`src/rtl/decode_issue_stage_pkg.sv`:
```
// Shared pipeline encodings and the issue-slot record used by decode/issue.
// No logic of its own; consumed by the stage, its interface and its helpers.
// Encodings here are the single source for WB_* / MEM_* across the pipeline.
package decode_issue_stage_pkg;

  localparam int XLEN = 32;
  localparam int RIDX = 5;
  localparam int WBW  = 3;
  localparam int MOPW = 5;

  localparam logic [XLEN-1:0] STALL_CNT_MAX = 32'hFFFF_FFFF;

  // Write-back source select; bit 2 marks "result comes from data memory"
  localparam logic [WBW-1:0] WB_RESULT      = 3'b001;
  localparam logic [WBW-1:0] WB_CSR_DATAOUT = 3'b010;
  localparam logic [WBW-1:0] WB_DATAMEM     = 3'b100;

  // Memory access class, carried in mem_op[4:3]; mem_op[2:0] is size/sign
  typedef enum logic [1:0] {
    MEM_NONE  = 2'b00,
    MEM_WRITE = 2'b01,
    MEM_READ  = 2'b10
  } mem_kind_e;

  // Everything the execute stage receives for one issued instruction
  typedef struct packed {
    logic [XLEN-1:0] pc;
    logic [XLEN-1:0] op1;
    logic [XLEN-1:0] op2;
    logic [XLEN-1:0] imm;
    logic [RIDX-1:0] rd;
    logic [WBW-1:0]  wb_src;
    logic [MOPW-1:0] mem_op;
  } issue_t;

  // x0 always reads as zero; otherwise the forwarding network wins over the RF
  function automatic logic [XLEN-1:0] resolve_operand(
    input logic [RIDX-1:0] rs,
    input logic            fwd_sel,
    input logic [XLEN-1:0] fwd_data,
    input logic [XLEN-1:0] rf_data
  );
    if (rs == '0) return '0;
    return fwd_sel ? fwd_data : rf_data;
  endfunction

endpackage

```
`src/rtl/decode_issue_stage_if.sv`:
```
// Bundle between decode, register file/forwarding, in-flight producers and execute.
// Pure wiring, no latency.
// slave = issue stage side, master = environment side (decode, execute, hazard sources).
interface decode_issue_stage_if;
  import decode_issue_stage_pkg::*;

  // Decode handshake and decoded fields
  logic            de_valid;
  logic            de_ready;
  logic [XLEN-1:0] de_pc;
  logic [XLEN-1:0] de_imm;
  logic [RIDX-1:0] de_rs1;
  logic [RIDX-1:0] de_rs2;
  logic [RIDX-1:0] de_rd;
  logic            de_use_rs1;
  logic            de_use_rs2;
  logic [WBW-1:0]  de_wb_src;
  logic [MOPW-1:0] de_mem_op;

  // Operand sources
  logic [XLEN-1:0] rf_rdata1;
  logic [XLEN-1:0] rf_rdata2;
  logic            fwd_sel1;
  logic            fwd_sel2;
  logic [XLEN-1:0] fwd_data1;
  logic [XLEN-1:0] fwd_data2;

  // In-flight producers for load-use detection
  logic [RIDX-1:0] ex_rd_in;
  logic [RIDX-1:0] m1_rd_in;
  logic [WBW-1:0]  ex_wb_src_in;
  logic [WBW-1:0]  m1_wb_src_in;
  logic [MOPW-1:0] ex_mem_op_in;
  logic [MOPW-1:0] m1_mem_op_in;

  // Control
  logic            flush;
  logic            ex_ready;

  // Issue to execute
  logic            ex_valid;
  logic [XLEN-1:0] ex_pc;
  logic [XLEN-1:0] ex_op1;
  logic [XLEN-1:0] ex_op2;
  logic [XLEN-1:0] ex_imm;
  logic [RIDX-1:0] ex_rd;
  logic [WBW-1:0]  ex_wb_src;
  logic [MOPW-1:0] ex_mem_op;
  logic [XLEN-1:0] stall_cnt;

  modport slave (
    input  de_valid, de_pc, de_imm, de_rs1, de_rs2, de_rd, de_use_rs1, de_use_rs2,
    input  de_wb_src, de_mem_op,
    input  rf_rdata1, rf_rdata2, fwd_sel1, fwd_sel2, fwd_data1, fwd_data2,
    input  ex_rd_in, m1_rd_in, ex_wb_src_in, m1_wb_src_in, ex_mem_op_in, m1_mem_op_in,
    input  flush, ex_ready,
    output de_ready,
    output ex_valid, ex_pc, ex_op1, ex_op2, ex_imm, ex_rd, ex_wb_src, ex_mem_op,
    output stall_cnt
  );

  modport master (
    output de_valid, de_pc, de_imm, de_rs1, de_rs2, de_rd, de_use_rs1, de_use_rs2,
    output de_wb_src, de_mem_op,
    output rf_rdata1, rf_rdata2, fwd_sel1, fwd_sel2, fwd_data1, fwd_data2,
    output ex_rd_in, m1_rd_in, ex_wb_src_in, m1_wb_src_in, ex_mem_op_in, m1_mem_op_in,
    output flush, ex_ready,
    input  de_ready,
    input  ex_valid, ex_pc, ex_op1, ex_op2, ex_imm, ex_rd, ex_wb_src, ex_mem_op,
    input  stall_cnt
  );

endinterface

```
`src/rtl/decode_issue_stage_load_use_detect.sv`:
```
// Load-use hazard detection against loads sitting in EX and M1.
// Latency: purely combinational.
// No handshake; the result gates the issue stage's de_ready.
module load_use_detect
  import decode_issue_stage_pkg::*;
(
  input  logic [RIDX-1:0] rs1_i,
  input  logic [RIDX-1:0] rs2_i,
  input  logic            use_rs1_i,
  input  logic            use_rs2_i,
  input  logic [RIDX-1:0] ex_rd_i,
  input  logic [WBW-1:0]  ex_wb_src_i,
  input  logic [MOPW-1:0] ex_mem_op_i,
  input  logic [RIDX-1:0] m1_rd_i,
  input  logic [WBW-1:0]  m1_wb_src_i,
  input  logic [MOPW-1:0] m1_mem_op_i,
  output logic            hazard_o
);

  logic ex_is_load;
  logic m1_is_load;
  logic ex_match;
  logic m1_match;

  // A producer only blocks when its data comes from memory and is not yet available
  assign ex_is_load = ex_wb_src_i[2] && (ex_mem_op_i[4:3] == MEM_READ) && (ex_rd_i != '0);
  assign m1_is_load = m1_wb_src_i[2] && (m1_mem_op_i[4:3] == MEM_READ) && (m1_rd_i != '0);

  // Only operands the instruction actually reads can create a dependency
  assign ex_match = (use_rs1_i && (rs1_i == ex_rd_i)) || (use_rs2_i && (rs2_i == ex_rd_i));
  assign m1_match = (use_rs1_i && (rs1_i == m1_rd_i)) || (use_rs2_i && (rs2_i == m1_rd_i));

  assign hazard_o = (ex_is_load && ex_match) || (m1_is_load && m1_match);

endmodule

```
`src/rtl/decode_issue_stage.sv`:
```
// Decode/issue register: resolves operands and hands one instruction per cycle to execute.
// Latency: one cycle from accept to ex_valid.
// Holds while execute stalls; stalls decode on load-use hazards (counted in stall_cnt).
module decode_issue_stage
  import decode_issue_stage_pkg::*;
(
  input  logic                clk,
  input  logic                rst,
  decode_issue_stage_if.slave bus
);

  logic            hazard;
  logic            de_ready;
  logic            accept;
  logic            ex_valid_d;
  logic            ex_valid_q;
  issue_t          issue_d;
  issue_t          issue_q;
  logic [XLEN-1:0] stall_cnt_d;
  logic [XLEN-1:0] stall_cnt_q;

  load_use_detect u_load_use_detect (
    .rs1_i       (bus.de_rs1),
    .rs2_i       (bus.de_rs2),
    .use_rs1_i   (bus.de_use_rs1),
    .use_rs2_i   (bus.de_use_rs2),
    .ex_rd_i     (bus.ex_rd_in),
    .ex_wb_src_i (bus.ex_wb_src_in),
    .ex_mem_op_i (bus.ex_mem_op_in),
    .m1_rd_i     (bus.m1_rd_in),
    .m1_wb_src_i (bus.m1_wb_src_in),
    .m1_mem_op_i (bus.m1_mem_op_in),
    .hazard_o    (hazard)
  );

  // Flush deliberately does not gate de_ready: the redirect is handled by killing ex_valid
  assign de_ready     = !hazard && (!ex_valid_q || bus.ex_ready);
  assign accept       = bus.de_valid && de_ready;
  assign bus.de_ready = de_ready;

  // Next issue-slot contents: flush kills, accept loads, drained slot becomes a bubble
  always_comb begin
    ex_valid_d  = ex_valid_q;
    issue_d     = issue_q;
    stall_cnt_d = stall_cnt_q;

    if (bus.flush) begin
      ex_valid_d = 1'b0;
    end else if (accept) begin
      ex_valid_d     = 1'b1;
      issue_d.pc     = bus.de_pc;
      issue_d.op1    = resolve_operand(bus.de_rs1, bus.fwd_sel1, bus.fwd_data1, bus.rf_rdata1);
      issue_d.op2    = resolve_operand(bus.de_rs2, bus.fwd_sel2, bus.fwd_data2, bus.rf_rdata2);
      issue_d.imm    = bus.de_imm;
      issue_d.rd     = bus.de_rd;
      issue_d.wb_src = bus.de_wb_src;
      issue_d.mem_op = bus.de_mem_op;
    end else if (bus.ex_ready) begin
      ex_valid_d = 1'b0;
    end

    if (bus.de_valid && hazard && !bus.flush && (stall_cnt_q != STALL_CNT_MAX)) begin
      stall_cnt_d = stall_cnt_q + 32'd1;
    end
  end

  // State registers with synchronous reset that wins over flush and accept
  always_ff @(posedge clk) begin
    if (rst) begin
      ex_valid_q  <= 1'b0;
      issue_q     <= '0;
      stall_cnt_q <= '0;
    end else begin
      ex_valid_q  <= ex_valid_d;
      issue_q     <= issue_d;
      stall_cnt_q <= stall_cnt_d;
    end
  end

  assign bus.ex_valid  = ex_valid_q;
  assign bus.ex_pc     = issue_q.pc;
  assign bus.ex_op1    = issue_q.op1;
  assign bus.ex_op2    = issue_q.op2;
  assign bus.ex_imm    = issue_q.imm;
  assign bus.ex_rd     = issue_q.rd;
  assign bus.ex_wb_src = issue_q.wb_src;
  assign bus.ex_mem_op = issue_q.mem_op;
  assign bus.stall_cnt = stall_cnt_q;

endmodule

```
`src/flat_wrapper.sv`:
```
// flat-port wrapper written by rule: the top's interface ports become plain ports
module decode_issue_stage_flat import decode_issue_stage_pkg::*;
  (clk, rst, bus_de_valid, bus_de_pc, bus_de_imm, bus_de_rs1, bus_de_rs2, bus_de_rd, bus_de_use_rs1, bus_de_use_rs2, bus_de_wb_src, bus_de_mem_op, bus_rf_rdata1, bus_rf_rdata2, bus_fwd_sel1, bus_fwd_sel2, bus_fwd_data1, bus_fwd_data2, bus_ex_rd_in, bus_m1_rd_in, bus_ex_wb_src_in, bus_m1_wb_src_in, bus_ex_mem_op_in, bus_m1_mem_op_in, bus_flush, bus_ex_ready, bus_de_ready, bus_ex_valid, bus_ex_pc, bus_ex_op1, bus_ex_op2, bus_ex_imm, bus_ex_rd, bus_ex_wb_src, bus_ex_mem_op, bus_stall_cnt);
  decode_issue_stage_if bus_i ();
  input  logic clk;
  input  logic rst;
  input wire logic [$bits(bus_i.de_valid)-1:0] bus_de_valid;
  input wire logic [$bits(bus_i.de_pc)-1:0] bus_de_pc;
  input wire logic [$bits(bus_i.de_imm)-1:0] bus_de_imm;
  input wire logic [$bits(bus_i.de_rs1)-1:0] bus_de_rs1;
  input wire logic [$bits(bus_i.de_rs2)-1:0] bus_de_rs2;
  input wire logic [$bits(bus_i.de_rd)-1:0] bus_de_rd;
  input wire logic [$bits(bus_i.de_use_rs1)-1:0] bus_de_use_rs1;
  input wire logic [$bits(bus_i.de_use_rs2)-1:0] bus_de_use_rs2;
  input wire logic [$bits(bus_i.de_wb_src)-1:0] bus_de_wb_src;
  input wire logic [$bits(bus_i.de_mem_op)-1:0] bus_de_mem_op;
  input wire logic [$bits(bus_i.rf_rdata1)-1:0] bus_rf_rdata1;
  input wire logic [$bits(bus_i.rf_rdata2)-1:0] bus_rf_rdata2;
  input wire logic [$bits(bus_i.fwd_sel1)-1:0] bus_fwd_sel1;
  input wire logic [$bits(bus_i.fwd_sel2)-1:0] bus_fwd_sel2;
  input wire logic [$bits(bus_i.fwd_data1)-1:0] bus_fwd_data1;
  input wire logic [$bits(bus_i.fwd_data2)-1:0] bus_fwd_data2;
  input wire logic [$bits(bus_i.ex_rd_in)-1:0] bus_ex_rd_in;
  input wire logic [$bits(bus_i.m1_rd_in)-1:0] bus_m1_rd_in;
  input wire logic [$bits(bus_i.ex_wb_src_in)-1:0] bus_ex_wb_src_in;
  input wire logic [$bits(bus_i.m1_wb_src_in)-1:0] bus_m1_wb_src_in;
  input wire logic [$bits(bus_i.ex_mem_op_in)-1:0] bus_ex_mem_op_in;
  input wire logic [$bits(bus_i.m1_mem_op_in)-1:0] bus_m1_mem_op_in;
  input wire logic [$bits(bus_i.flush)-1:0] bus_flush;
  input wire logic [$bits(bus_i.ex_ready)-1:0] bus_ex_ready;
  output wire logic [$bits(bus_i.de_ready)-1:0] bus_de_ready;
  output wire logic [$bits(bus_i.ex_valid)-1:0] bus_ex_valid;
  output wire logic [$bits(bus_i.ex_pc)-1:0] bus_ex_pc;
  output wire logic [$bits(bus_i.ex_op1)-1:0] bus_ex_op1;
  output wire logic [$bits(bus_i.ex_op2)-1:0] bus_ex_op2;
  output wire logic [$bits(bus_i.ex_imm)-1:0] bus_ex_imm;
  output wire logic [$bits(bus_i.ex_rd)-1:0] bus_ex_rd;
  output wire logic [$bits(bus_i.ex_wb_src)-1:0] bus_ex_wb_src;
  output wire logic [$bits(bus_i.ex_mem_op)-1:0] bus_ex_mem_op;
  output wire logic [$bits(bus_i.stall_cnt)-1:0] bus_stall_cnt;
  assign bus_i.de_valid = bus_de_valid;
  assign bus_i.de_pc = bus_de_pc;
  assign bus_i.de_imm = bus_de_imm;
  assign bus_i.de_rs1 = bus_de_rs1;
  assign bus_i.de_rs2 = bus_de_rs2;
  assign bus_i.de_rd = bus_de_rd;
  assign bus_i.de_use_rs1 = bus_de_use_rs1;
  assign bus_i.de_use_rs2 = bus_de_use_rs2;
  assign bus_i.de_wb_src = bus_de_wb_src;
  assign bus_i.de_mem_op = bus_de_mem_op;
  assign bus_i.rf_rdata1 = bus_rf_rdata1;
  assign bus_i.rf_rdata2 = bus_rf_rdata2;
  assign bus_i.fwd_sel1 = bus_fwd_sel1;
  assign bus_i.fwd_sel2 = bus_fwd_sel2;
  assign bus_i.fwd_data1 = bus_fwd_data1;
  assign bus_i.fwd_data2 = bus_fwd_data2;
  assign bus_i.ex_rd_in = bus_ex_rd_in;
  assign bus_i.m1_rd_in = bus_m1_rd_in;
  assign bus_i.ex_wb_src_in = bus_ex_wb_src_in;
  assign bus_i.m1_wb_src_in = bus_m1_wb_src_in;
  assign bus_i.ex_mem_op_in = bus_ex_mem_op_in;
  assign bus_i.m1_mem_op_in = bus_m1_mem_op_in;
  assign bus_i.flush = bus_flush;
  assign bus_i.ex_ready = bus_ex_ready;
  assign bus_de_ready = bus_i.de_ready;
  assign bus_ex_valid = bus_i.ex_valid;
  assign bus_ex_pc = bus_i.ex_pc;
  assign bus_ex_op1 = bus_i.ex_op1;
  assign bus_ex_op2 = bus_i.ex_op2;
  assign bus_ex_imm = bus_i.ex_imm;
  assign bus_ex_rd = bus_i.ex_rd;
  assign bus_ex_wb_src = bus_i.ex_wb_src;
  assign bus_ex_mem_op = bus_i.ex_mem_op;
  assign bus_stall_cnt = bus_i.stall_cnt;
  decode_issue_stage u_core (.clk(clk), .rst(rst), .bus(bus_i));
endmodule
```
`config.mk`:
```
export PLATFORM = sky130hd
export DESIGN_NAME = decode_issue_stage_flat
export DESIGN_NICKNAME = d
export VERILOG_FILES = /design/src/rtl/decode_issue_stage_pkg.sv /design/src/rtl/decode_issue_stage_if.sv /design/src/rtl/decode_issue_stage_load_use_detect.sv /design/src/rtl/decode_issue_stage.sv /design/src/flat_wrapper.sv
export SDC_FILE = /design/constraint.sdc
export NUM_CORES = 1
export LEC_CHECK = 0
export CORE_ASPECT_RATIO = 0.9
export CORE_MARGIN = 8
export CORE_UTILIZATION = 28
export DETAILED_ROUTE_END_ITERATION = 7
export PLACE_DENSITY_LB_ADDON = 0.3
export SLEW_MARGIN = 0
export SYNTH_ARGS = -nofsm -noshare
export SYNTH_HDL_FRONTEND = slang
export SYNTH_SLANG_ARGS = --single-unit
```
`constraint.sdc`:
```
create_clock -name clk -period 2.5 [get_ports clk]
set_clock_uncertainty 0.15 [all_clocks]
set_input_delay 0.25 -clock clk [delete_from_list [all_inputs] [get_ports clk]]
set_output_delay 0.25 -clock clk [all_outputs]
set_load 0.005 [all_outputs]
```
==> results.cfg <==
[floorplan]
fp.dieArea_um2 = 33350
ios = 425
dieWidth_um = 191.6
core_area_um2 = 27650
initial_core_util_pct = 28.11
fp-row-count = 58
die_h_um = 174.0

[finish]
drive_above_1_share_pct = 7.627
stdcell_count = 1663
mostFrequentLayoutCell = clkdlybuf4s50_1
finish.utilization_pct = 47.75
fin_nets = 1536
layout_common_cells = clkdlybuf4s50_1 (398), dfxtp_1 (174), nand2_1 (165)
area_delta_synth_final_pct = 69.89
fill_cells = 2582
fin_area_um2 = 13200

[drt]
vias = 8049
dr_wl_met2_mm = 15.23
routed_wl_mm = 31.31
routed_via_density = 4.840
initialDrtViolationCount = 388
met1Wirelength_mm = 12.33
drc = 0
drt-pass1-iter-count = 5
drt-wirelength-per-cell_um = 18.83
top_layer_used = met5
postRouteAntennaNets = 0
routed-wl-met3_mm = 3.400

[pwr]
power.share.switching_pct = 26.56
power_density_nw_per_um2 = 508.5
pwr-share-seq_pct = 43.9
max-vdd-ir-drop_v = 0.0004211
internal_power_uw = 4931
power.switching_uw = 1783
p_leak_uw = 0.004767
combPwrFrac_pct = 17.6
p_clk_share_pct = 38.5

[setup_path]
startpoint_type = input port
startpoint = bus_m1_rd_in[2]
cp_data_arrival_time_ps = 1990
cp-end-kind = primary output
rr_worst_depth = 8
reg2reg_to = u_core.bus.stall_cnt[9]
crit_required_ps = 2100
crit_end = bus_de_ready
critPathMaxFanout = 3
rr_startpoint = u_core.bus.stall_cnt[0]
r2r_slack_ps = 170
setup.worst_path.class = in -> out

[placement]
gp_congestion = 0.7790
post-dp-hpwl_mm = 23.89
dpl.cell_count = 1624
dpl_cell_area_um2 = 12600
io_buffers = 414

[timing]
hold_ws_ps = 101.7
min_period_over_period_pct = 95.43
hold_viol_final = 0
finalSetupTns_ps = 0
finalMaxSlewViolations = 0
rsz0062_at_grt = no
finalSetupViolCount = 0
worst_pin_slew_ps = 478.6
clock.fmax_mhz = 419.1
min_period_ps = 2386
maxSlewHeadroom_pct = 68.09

[synth]
synth_cells = 879
synth-seq-area-share_pct = 44.82
synth_area_um2 = 7771
synth.avg_cell_area_um2 = 8.841
synthesis.nets = 1130
ys_seq_elements = 174
synth_cell_types = 38
yosysWarnings = 0

[grt]
grt_overflow = 0
antenna_found_initial = 11
grt_usage_pct = 18.11
grt_max_degree = 78
grt_pass1_vias = 8258
grt_pass1_wl_mm = 47.68

[hold_path]
hp-class = in -> reg
min_path_cells = 2

[clock_tree]
root_buffer = clkbuf_16
cts_buffers = 17
clockBufferDepth = 2
clk_pin_slew_ps = 70
cts_max_level = 4
clkLatencyLatePin_ps = 420
cts_tree = yes
clock-sinks = 174

[run]
maxCapViolations = 0

[status]
outcome = finished, final reports clean
[flip-flops by register name, indices dropped and copies added, names as in the netlist]
name and count:
u_core.bus.ex_pc 32, u_core.bus.ex_mem_op 5, u_core.bus.ex_valid 1, u_core.bus.ex_op1 32
u_core.bus.ex_op2 32, u_core.bus.ex_wb_src 3, u_core.bus.stall_cnt 32, u_core.bus.ex_imm 32
u_core.bus.ex_rd 5
[kinds of logic after synthesis]
kind of cell	Yosys count	synth area share [%]
and+or+nand+nor	324	22.46
muxes	65	8.388
buffers and inverters	82	4.894
adders and majority gates	1	0.1610
DFF	174	44.82
AOI/OAI and AO/OA	213	17.02
xor gates and xnor gates	20	2.254
[repair_timing]
| action | CTS | global route |
|---|---|---|
| pin swaps | 3 | 7 |
| resized for setup | 6 | 9 |
| setup endpoints to repair | 1 | 1 |
| buffers inserted | 0 | 2 |
| hold buffers | 0 | 0 |
[per-layer routing]
layer | vias to the layer above | track usage, %
met3 | 26 | 8.954
met4 | 12 | 4.103
li1 | 3997 | -
met5 | - | 0
met2 | 290 | 30.61
met1 | 3724 | 20.13
[worst min-delay path by stage]
stage	startpoint	endpoint	slack, ps
6_report	rst	u_core.bus.stall_cnt[10]	100
5_1_grt	rst	u_core.bus.stall_cnt[10]	110
4_1_cts	rst	u_core.bus.stall_cnt[5]	80
3_5_place_dp	u_core.bus.ex_imm[0]	u_core.bus.ex_imm[0]	300
3_3_place_gp	u_core.bus.ex_pc[26]	u_core.bus.ex_pc[26]	290
2_1_floorplan	bus_flush	u_core.bus.ex_valid	180
[per-stage QoR]
stage | setup WS [ps] | power (µW)
after global placement | -280.7 | 4198
after detailed placement | -366.9 | 4207
final | 114.2 | 6714
after global routing | 1.280 | 7035
after CTS | 25.00 | 6841
after floorplan | 4.875 | 3397
[critical path, stage by stage]
cell	delay (ps)
clkdlybuf4s50_1	470
xor2_1	170
nor4_1	190
a32oi_1	170
o22a_2	310
nor2b_1	140
dlygate4sd2_1	290
[Yosys cell counts]
library cell | instances | share of area (%)
a211oi_1 | 1 | 0.097
a21oi_1 | 110 | 7.1
a32oi_1 | 2 | 0.23
and2_1 | 6 | 0.48
and2b_2 | 1 | 0.11
and3_1 | 3 | 0.24
and4_1 | 7 | 0.79
and4_4 | 3 | 0.43
buf_2 | 19 | 1.2
buf_4 | 1 | 0.097
buf_6 | 6 | 0.87
clkbuf_1 | 53 | 2.6
dfxtp_1 | 174 | 45
ha_1 | 1 | 0.16
inv_1 | 3 | 0.14
mux2_2 | 1 | 0.14
mux2i_1 | 64 | 8.2
nand2_1 | 165 | 8.0
nand2b_4 | 1 | 0.18
nand3_1 | 13 | 0.84
nand3b_1 | 65 | 6.3
nand4_1 | 8 | 0.64
nor2_1 | 4 | 0.19
nor2b_1 | 4 | 0.32
nor3_1 | 4 | 0.26
nor4_1 | 4 | 0.32
o21ai_0 | 4 | 0.26
o21bai_1 | 2 | 0.19
o221a_2 | 1 | 0.14
o221ai_1 | 1 | 0.11
o22a_1 | 1 | 0.11
o31ai_1 | 91 | 8.8
or2_2 | 1 | 0.081
or3_1 | 5 | 0.40
or3b_1 | 1 | 0.11
or4_1 | 29 | 2.8
xnor2_1 | 4 | 0.45
xor2_1 | 16 | 1.8
[power by group through the flow]
stage               registers [µW]  logic [µW]  clock network (µW)
floorplan                     3020         381                   0
global placement              3010        1190                   0
detailed placement            3010        1200                   0
CTS                           2950        1200                2690
global route                  2960        1280                2790
finish                        2950        1180                2580
[cell type report]
cell class	instances	area, µm²	share of cell area [%]
inverters	3	11.26	0.08529
repair buffers	466	4748	35.96
clock buffers	18	429.2	3.251
clock inverters	14	127.6	0.9666
flip-flops and latches	174	3483	26.38
multi-input cells	623	3940	29.84
well taps	360	450.4	3.412
diodes	5	12.51	0.09477
Note: power is estimated with default switching activity, not from simulation.
